**src/rtl/if_fetch_unit.sv**
```systemverilog
// ---------------------------------------------------------------------------
// if_fetch_unit -- instruction-fetch stage.
//
// Owns the program counter, fetches over a req/ack instruction-memory port
// and presents {PC_IF, INSTRUCTION_IF} to the IF/ID pipeline register.
// A one-entry skid holds a fetch that returns while the stage is stalled.
// Redirects from EX flush everything in flight.
//
// Ports
//   clk             clock, rising edge
//   reset           asynchronous active-low reset
//   write           IF/ID write enable (0 = downstream stall)
//   branch_taken    redirect pulse from EX
//   branch_target   redirect PC, bits [1:0] forced to zero
//   imem_req/addr   fetch request and word-aligned address
//   imem_ack/rdata  fetch response (may arrive in the request cycle)
//   PC_IF           PC of the presented instruction
//   INSTRUCTION_IF  presented instruction, NOP_INSTR when if_valid=0
//   if_valid        presented instruction is real
// ---------------------------------------------------------------------------
module if_fetch_unit #(
    parameter logic [31:0] RESET_PC  = 32'h0000_0000,
    parameter logic [31:0] PC_STEP   = 32'd4,
    parameter logic [31:0] NOP_INSTR = 32'h0000_0013
) (
    input  logic        clk,
    input  logic        reset,
    input  logic        write,
    input  logic        branch_taken,
    input  logic [31:0] branch_target,
    output logic        imem_req,
    output logic [31:0] imem_addr,
    input  logic        imem_ack,
    input  logic [31:0] imem_rdata,
    output logic [31:0] PC_IF,
    output logic [31:0] INSTRUCTION_IF,
    output logic        if_valid
);

    typedef enum logic [1:0] {
        S_REQ     = 2'd0,
        S_HOLD    = 2'd1,
        S_DISCARD = 2'd2
    } state_t;

    state_t      state, state_nxt;
    logic [31:0] pc;
    logic [31:0] discard_addr;   // address of the request being thrown away
    logic [31:0] skid_pc;
    logic [31:0] skid_instr;
    logic        ack_ok;
    logic        buf_free;
    logic [31:0] target_aligned;

    // A stray ack (no request outstanding) must never be taken.
    assign ack_ok         = imem_ack & imem_req;
    assign buf_free       = ~if_valid | write;
    assign target_aligned = branch_target & 32'hFFFF_FFFC;

    // ---- state register ----
    always_ff @(posedge clk or negedge reset) begin
        if (!reset) state <= S_REQ;
        else        state <= state_nxt;
    end

    // ---- next-state logic ----
    always_comb begin
        state_nxt = state;
        case (state)
            S_REQ: begin
                if (branch_taken)
                    // Without an ack the old request is still in flight and
                    // must be drained before fetching the new target.
                    state_nxt = ack_ok ? S_REQ : S_DISCARD;
                else if (ack_ok && !buf_free)
                    state_nxt = S_HOLD;
            end
            S_HOLD: begin
                if (branch_taken || write) state_nxt = S_REQ;
            end
            S_DISCARD: begin
                // A further redirect only retargets pc; the drain continues.
                if (ack_ok) state_nxt = S_REQ;
            end
            default: state_nxt = S_REQ;
        endcase
    end

    // ---- outputs ----
    always_comb begin
        imem_req  = 1'b0;
        imem_addr = pc;
        case (state)
            S_REQ:     imem_req = reset;
            S_DISCARD: begin
                imem_req  = reset;
                imem_addr = discard_addr;
            end
            default:   imem_req = 1'b0;
        endcase
    end

    // ---- datapath: pc, skid and output buffer ----
    always_ff @(posedge clk or negedge reset) begin
        if (!reset) begin
            pc             <= RESET_PC;
            discard_addr   <= 32'h0;
            skid_pc        <= 32'h0;
            skid_instr     <= 32'h0;
            PC_IF          <= 32'h0;
            INSTRUCTION_IF <= NOP_INSTR;
            if_valid       <= 1'b0;
        end else if (branch_taken) begin
            // Redirect wins over stall and fetch results. The skid is
            // implicitly emptied because the FSM leaves HOLD.
            pc             <= target_aligned;
            if_valid       <= 1'b0;
            INSTRUCTION_IF <= NOP_INSTR;
            if (state == S_REQ) discard_addr <= pc;
        end else begin
            case (state)
                S_REQ: begin
                    if (ack_ok && buf_free) begin
                        PC_IF          <= pc;
                        INSTRUCTION_IF <= imem_rdata;
                        if_valid       <= 1'b1;
                        pc             <= pc + PC_STEP;
                    end else if (ack_ok) begin
                        skid_pc    <= pc;
                        skid_instr <= imem_rdata;
                        pc         <= pc + PC_STEP;
                    end else if (write) begin
                        if_valid       <= 1'b0;
                        INSTRUCTION_IF <= NOP_INSTR;
                    end
                end
                S_HOLD: begin
                    if (write) begin
                        PC_IF          <= skid_pc;
                        INSTRUCTION_IF <= skid_instr;
                        if_valid       <= 1'b1;
                    end
                end
                default: begin
                    if (write) begin
                        if_valid       <= 1'b0;
                        INSTRUCTION_IF <= NOP_INSTR;
                    end
                end
            endcase
        end
    end

endmodule
```
**config.mk**
```make
export PLATFORM = sky130hd
export DESIGN_NAME = if_fetch_unit
export DESIGN_NICKNAME = d
export VERILOG_FILES = /design/src/rtl/if_fetch_unit.sv
export SDC_FILE = /design/constraint.sdc
export NUM_CORES = 1
export LEC_CHECK = 0
export ABC_AREA = 1
export CAP_MARGIN = 20
export CELL_PAD_IN_SITES_DETAIL_PLACEMENT = 0
export CELL_PAD_IN_SITES_GLOBAL_PLACEMENT = 1
export CORE_ASPECT_RATIO = 0.5
export CORE_UTILIZATION = 38
export CTS_CLUSTER_DIAMETER = 30
export DETAILED_ROUTE_END_ITERATION = 6
export HOLD_SLACK_MARGIN = 0.02
export PLACE_DENSITY_LB_ADDON = 0.1
export SETUP_SLACK_MARGIN = 0.1
export SLEW_MARGIN = 20
export SYNTH_ARGS = -nofsm -noshare
export SYNTH_HDL_FRONTEND = slang
export SYNTH_SLANG_ARGS = --single-unit
```
**constraint.sdc**
```tcl
create_clock -name clk -period 1.75 [get_ports clk]
set_input_delay 0.2625 -clock clk [delete_from_list [all_inputs] [get_ports clk]]
set_output_delay 0.2625 -clock clk [all_outputs]
set_load 0.03 [all_outputs]
```
Yosys cells after proc, flatten, opt, wreduce, memory -nomap -nowiden
Cells that the tools add are included.

Bits in registers: 195. Latch bits: 0. RAM bits: 0. Memory bits (read-only): 0. Input bits: 69. Output and inout port bits: 98. Logic and storage cells: 65. Memories kept: 0.

$add $sub $neg: 1. $mul: 0. Div/mod/pow operators: 0. Order comparisons: 0. Equal/unequal tests: 9. Shifts and indexed selects: 0. Muxes and demuxes: 27. Bitwise gates (word level): 5. Reduce and logical (&&, ||, !) cells: 15.

Operators with widths (number): $mux W32 (12); $pmux W32 S2 (2); $add A32 B3 Y32 const B (1); $mux W2 (5); $reduce_and A4 Y1 (2); $mux W1 (6); $ne A2 B2 Y1 const B (3); $ne A3 B3 Y1 const B (2); $pmux W2 S3 (1); $reduce_and A2 Y1 (3); $ne A4 B3 Y1 const B (1); $reduce_bool A2 Y1 (2); $not A1 Y1 (3); $reduce_and A3 Y1 (1); $reduce_bool A3 Y1 (1); $eq A2 B1 Y1 const B (1); $eq A2 B2 Y1 const B (1); $logic_and A1 B1 Y1 (2); $logic_not A2 Y1 (1); $ne A2 B1 Y1 const B (1); $pmux W1 S2 (1); $reduce_or A2 Y1 (1); $and A1 B1 Y1 (1); $logic_not A1 Y1 (1); other kinds (2) (2).

Logic depth before layout (Yosys ltp)
Depth after elaboration: 8. Mapped depth: 10. Mapped depth without buffers: 10.

Least setup slack after synthesis
Ideal clock, no wire load.

Kind: register -> output. Start point: register state[0]. End point: output imem_addr[10]. Data arrival time: 1403 ps. Required time: 1487 ps. Setup slack: 85 ps. Cell stages (with the launch flop): 6. Buffers on the path: 1. Path through: dfrtp_1 > inv_2 > nand2_1 > clkbuf_1 > nor2_1 > a21oi_1.

Longest elaborated chain between the ends: 2.

Ends and longest elaborated chain: start, declared (RTL line 46) `state_t state, state_nxt;`; start signal, assigned (RTL line 63) `else state <= state_nxt;`; $eq A2 B2 Y1 (RTL line 93) `case (state)`; $mux W32 (RTL line 93); end, declared (RTL line 32) `output logic [31:0] imem_addr,`.

Every way passes these cells.

Worst setup path after layout
Start point: register state[0]. End point: output imem_addr[16].

The elaborated chain is that of the path after synthesis.

==> flow_metrics.tcl <==
set metrics [dict create \
    timing.max_cap.violations 0 \
    crit_fanout 8 \
    place.detailed.hpwl_um 18100 \
    grt_max_degree 100 \
    post-route-cell-area_um2 13800 \
    total_power_w 0.0143 \
    leakage_nw 6.78 \
    run_status "complete, but fails checks" \
    worstPathArrival_ns 1.72 \
    fp.coreArea_um2 23300 \
    count_of_different_cell_masters_after_synthesis 33 \
    worstMarginPinSlew_ns 0.569 \
    post-route-worst-setup-slack_ns -0.237 \
    fin_crit_sh_pct 114 \
    total_number_of_placement_rows 39 \
    ys_seq_area_share_pct 50.8 \
    fmax_ghz 0.503 \
    period_minus_slack_ns 1.99 \
    dieArea_um2 24900 \
    rsz0062_at_grt "true" \
    final-hold-violation-count 85 \
    layout.area.seq_um2 4690 \
    clk-insertion-delay-late_ns 0.45 \
    grt_first_pass_wirelength_um 45100 \
    failing_checks "negative hold slack, negative setup slack" \
    antenna_violating_nets_left 0 \
    setup.worst_path.start_class "register" \
    cts_htree_levels 4 \
    count_of_tritonroute_iterations_in_the_first_routing_pass 5 \
    irDropWorstVdd_mv 0.651 \
    chipWidth_um 222 \
    detail_route.wl_per_cell_um 18.0 \
    grt_antenna_before_repair 0 \
    end_kind "primary output" \
    tritoncts "done" \
    drt_iter0_drc 796 \
    fillerInstances 2161 \
    synth.cell_area_um2 9220 \
    num_vias 9069 \
    clock_tree.root_cell "sky130_fd_sc_hd__clkbuf_16" \
    cts.sink_count 187 \
    effective_utilization_at_floorplan_pct 39.5 \
    maxSlewHeadroom_pct 62.1 \
    multi_input_area_um2 4570 \
    tritoncts.num_buffers 17 \
    die_height_um 112 \
    total_power_divided_by_cell_area_nw_per_um2 1040 \
    worst-endpoint-required_ns 1.49 \
    first_global_vias 8424 \
    min-delay-path-class "in -> async" \
    via_per_instance_ratio 5.09 \
    layout.cells.most_common "sky130_fd_sc_hd__nand2_1" \
    yosys_warnings 0 \
    post_dp_cell_area_um2 11700 \
    fin_nets 1530 \
    timing.final.setup_violations 30 \
    top_library_cells_by_usage_in_the_layout_fill_and_taps_aside "sky130_fd_sc_hd__nand2_1 (408), sky130_fd_sc_hd__dfrtp_1 (181), sky130_fd_sc_hd__nor2_1 (105)" \
    overall_fraction_of_global_route_tracks_in_use_pct 23.2 \
    num_antenna_cells 0 \
    ctsLongestPathBuffers 2 \
    yosys_register_bits 187 \
    syn2layout_area_growth_pct 49.6 \
    max_slew_vio_count 0 \
    globalplace.congestion 0.865 \
    boundaryPins 167 \
    wl_um 32000 \
    synth.avg_cell_area_um2 7.47 \
    globalRoute.totalOverflow 0 \
    drc_errors 0 \
    timing.hold.ws_ns -0.119 \
    clk_pin_slew_worst_paths_ns 0.07 \
    worstSetupPathType "reg -> out" \
    layout_cells_sized_above_1_pct 19.3 \
    final.setup_skew_ns 0.0124 \
    placement.io_buffers 160 \
    number_of_cells_produced_by_synthesis 1234 \
]
[worst paths after layout]
path | start | slack [ns] | cells after the start | to
max in group asynchronous | reset | 0.85 | 3 | PC_IF[31]$_DFFE_PN0P_
setup reg to reg | state[0]$_DFFE_PN0P_ | 0.01 | 9 | PC_IF[4]$_DFFE_PN0P_
setup / recovery | state[0]$_DFFE_PN0P_ | -0.24 | 7 | imem_addr[16]
hold / removal | reset | -0.12 | 2 | skid_instr[26]$_DFFE_PN0P_
hold reg to reg | skid_pc[21]$_DFFE_PN0P_ | 0.48 | 2 | skid_pc[21]$_DFFE_PN0P_
min in group clk | reset | 0.32 | 4 | state[1]$_DFFE_PN0P_
[what timing repair did]
item / 4_1_cts / 5_1_grt
hold endpoints to repair: 85 / 85
pin swaps: 12 / 14
cloned: 6 / 24
setup buffers: 14 / 11
gates resized for setup: 143 / 111
setup endpoints to repair: 175 / 164
[worst max-delay path: stages (launching register included)]
cell and delay, ns:
sky130_fd_sc_hd__dfrtp_1 0.36, sky130_fd_sc_hd__inv_2 0.05, sky130_fd_sc_hd__buf_6 0.12, sky130_fd_sc_hd__nand2_8 0.17, sky130_fd_sc_hd__clkbuf_16 0.22, sky130_fd_sc_hd__nor2_4 0.04, sky130_fd_sc_hd__a21oi_2 0.16, sky130_fd_sc_hd__buf_12 0.14
[area by class of cell]
class / count / share of cell area, %
Sequential cell: 187 / 34.0
Clock buffer: 19 / 3.21
Multi-Input combinational cell: 905 / 33.1
Inverter: 79 / 2.35
Tap cell: 307 / 2.78
Clock inverter: 13 / 1.21
Timing Repair Buffer: 267 / 23.1
Timing Repair inverter: 3 / 0.263
[registers in the layout, summed over array words and instances (netlist names)]
name,count
state,2
INSTRUCTION_IF,32
PC_IF,30
skid_instr,32
discard_addr,30
pc,30
skid_pc,30
if_valid,1
[through the flow]
stage          TNS (ns)  cells  setup WS [ns]  utilization, %
6_report          -6.02   1780         -0.237            59.1
5_1_grt           -9.79   1780         -0.285            59.1
4_1_cts           -6.47   1747         -0.259            55.2
3_5_place_dp     -33.01   1695         -0.326            50.3
3_3_place_gp     -27.03   1695         -0.286            50.3
2_1_floorplan         0   1237         0.0848               -
[synthesized netlist by cell type, drive strengths merged]
master    n  area (um2)
mux2      3        33.8
conb      1        3.75
nor2    145         559
o22ai     2        12.5
clkbuf   32         120
o21ai   167         836
or2       1        6.26
o211ai    3        22.5
nand4     6        37.5
a21oi    66         345
buf      37         191
nor3      3        25.0
inv      78         293
a22oi     7        52.6
a21boi    1        7.51
xor2      4        35.0
clkinv    1        3.75
dfstp     3        78.8
nand3    71         360
nand2   416        1570
a31oi     2        12.5
ha        1        12.5
dfrtp   184        4600
[per-layer routing]
metal / vias to the layer above / global-route usage (%) / share of wire, %
met5: - / 0 / 0
met4: 0 / 5.00 / 0.98
met3: 25 / 5.24 / 5.5
met2: 251 / 37.5 / 46
met1: 4360 / 32.0 / 48
li1: 4433 / - / -
[where the power goes]
| group | leakage (nW) | internal [W] | switching (W) |
|---|---|---|---|
| clock network | 0.290 | 0.00229 | 0.00178 |
| logic | 4.06 | 0.00196 | 0.00276 |
| registers | 2.43 | 0.00500 | 0.000488 |
| total | 6.78 | 0.00926 | 0.00503 |
[kinds of logic (layout without fill, tap and decap cells)]
kind of cell	Yosys count	count (layout)	synth area share (%)
and+or+nand+nor	642	645	27.7
muxes	3	3	0.366
adders and majority gates	1	1	0.136
buffers and inverters	148	381	6.60
other	1	4	0.0407
DFF	187	187	50.8
xor gates and xnor gates	4	4	0.380
AOI/OAI and AO/OA	248	248	14.0
Note: power is estimated with default switching activity, not from simulation.
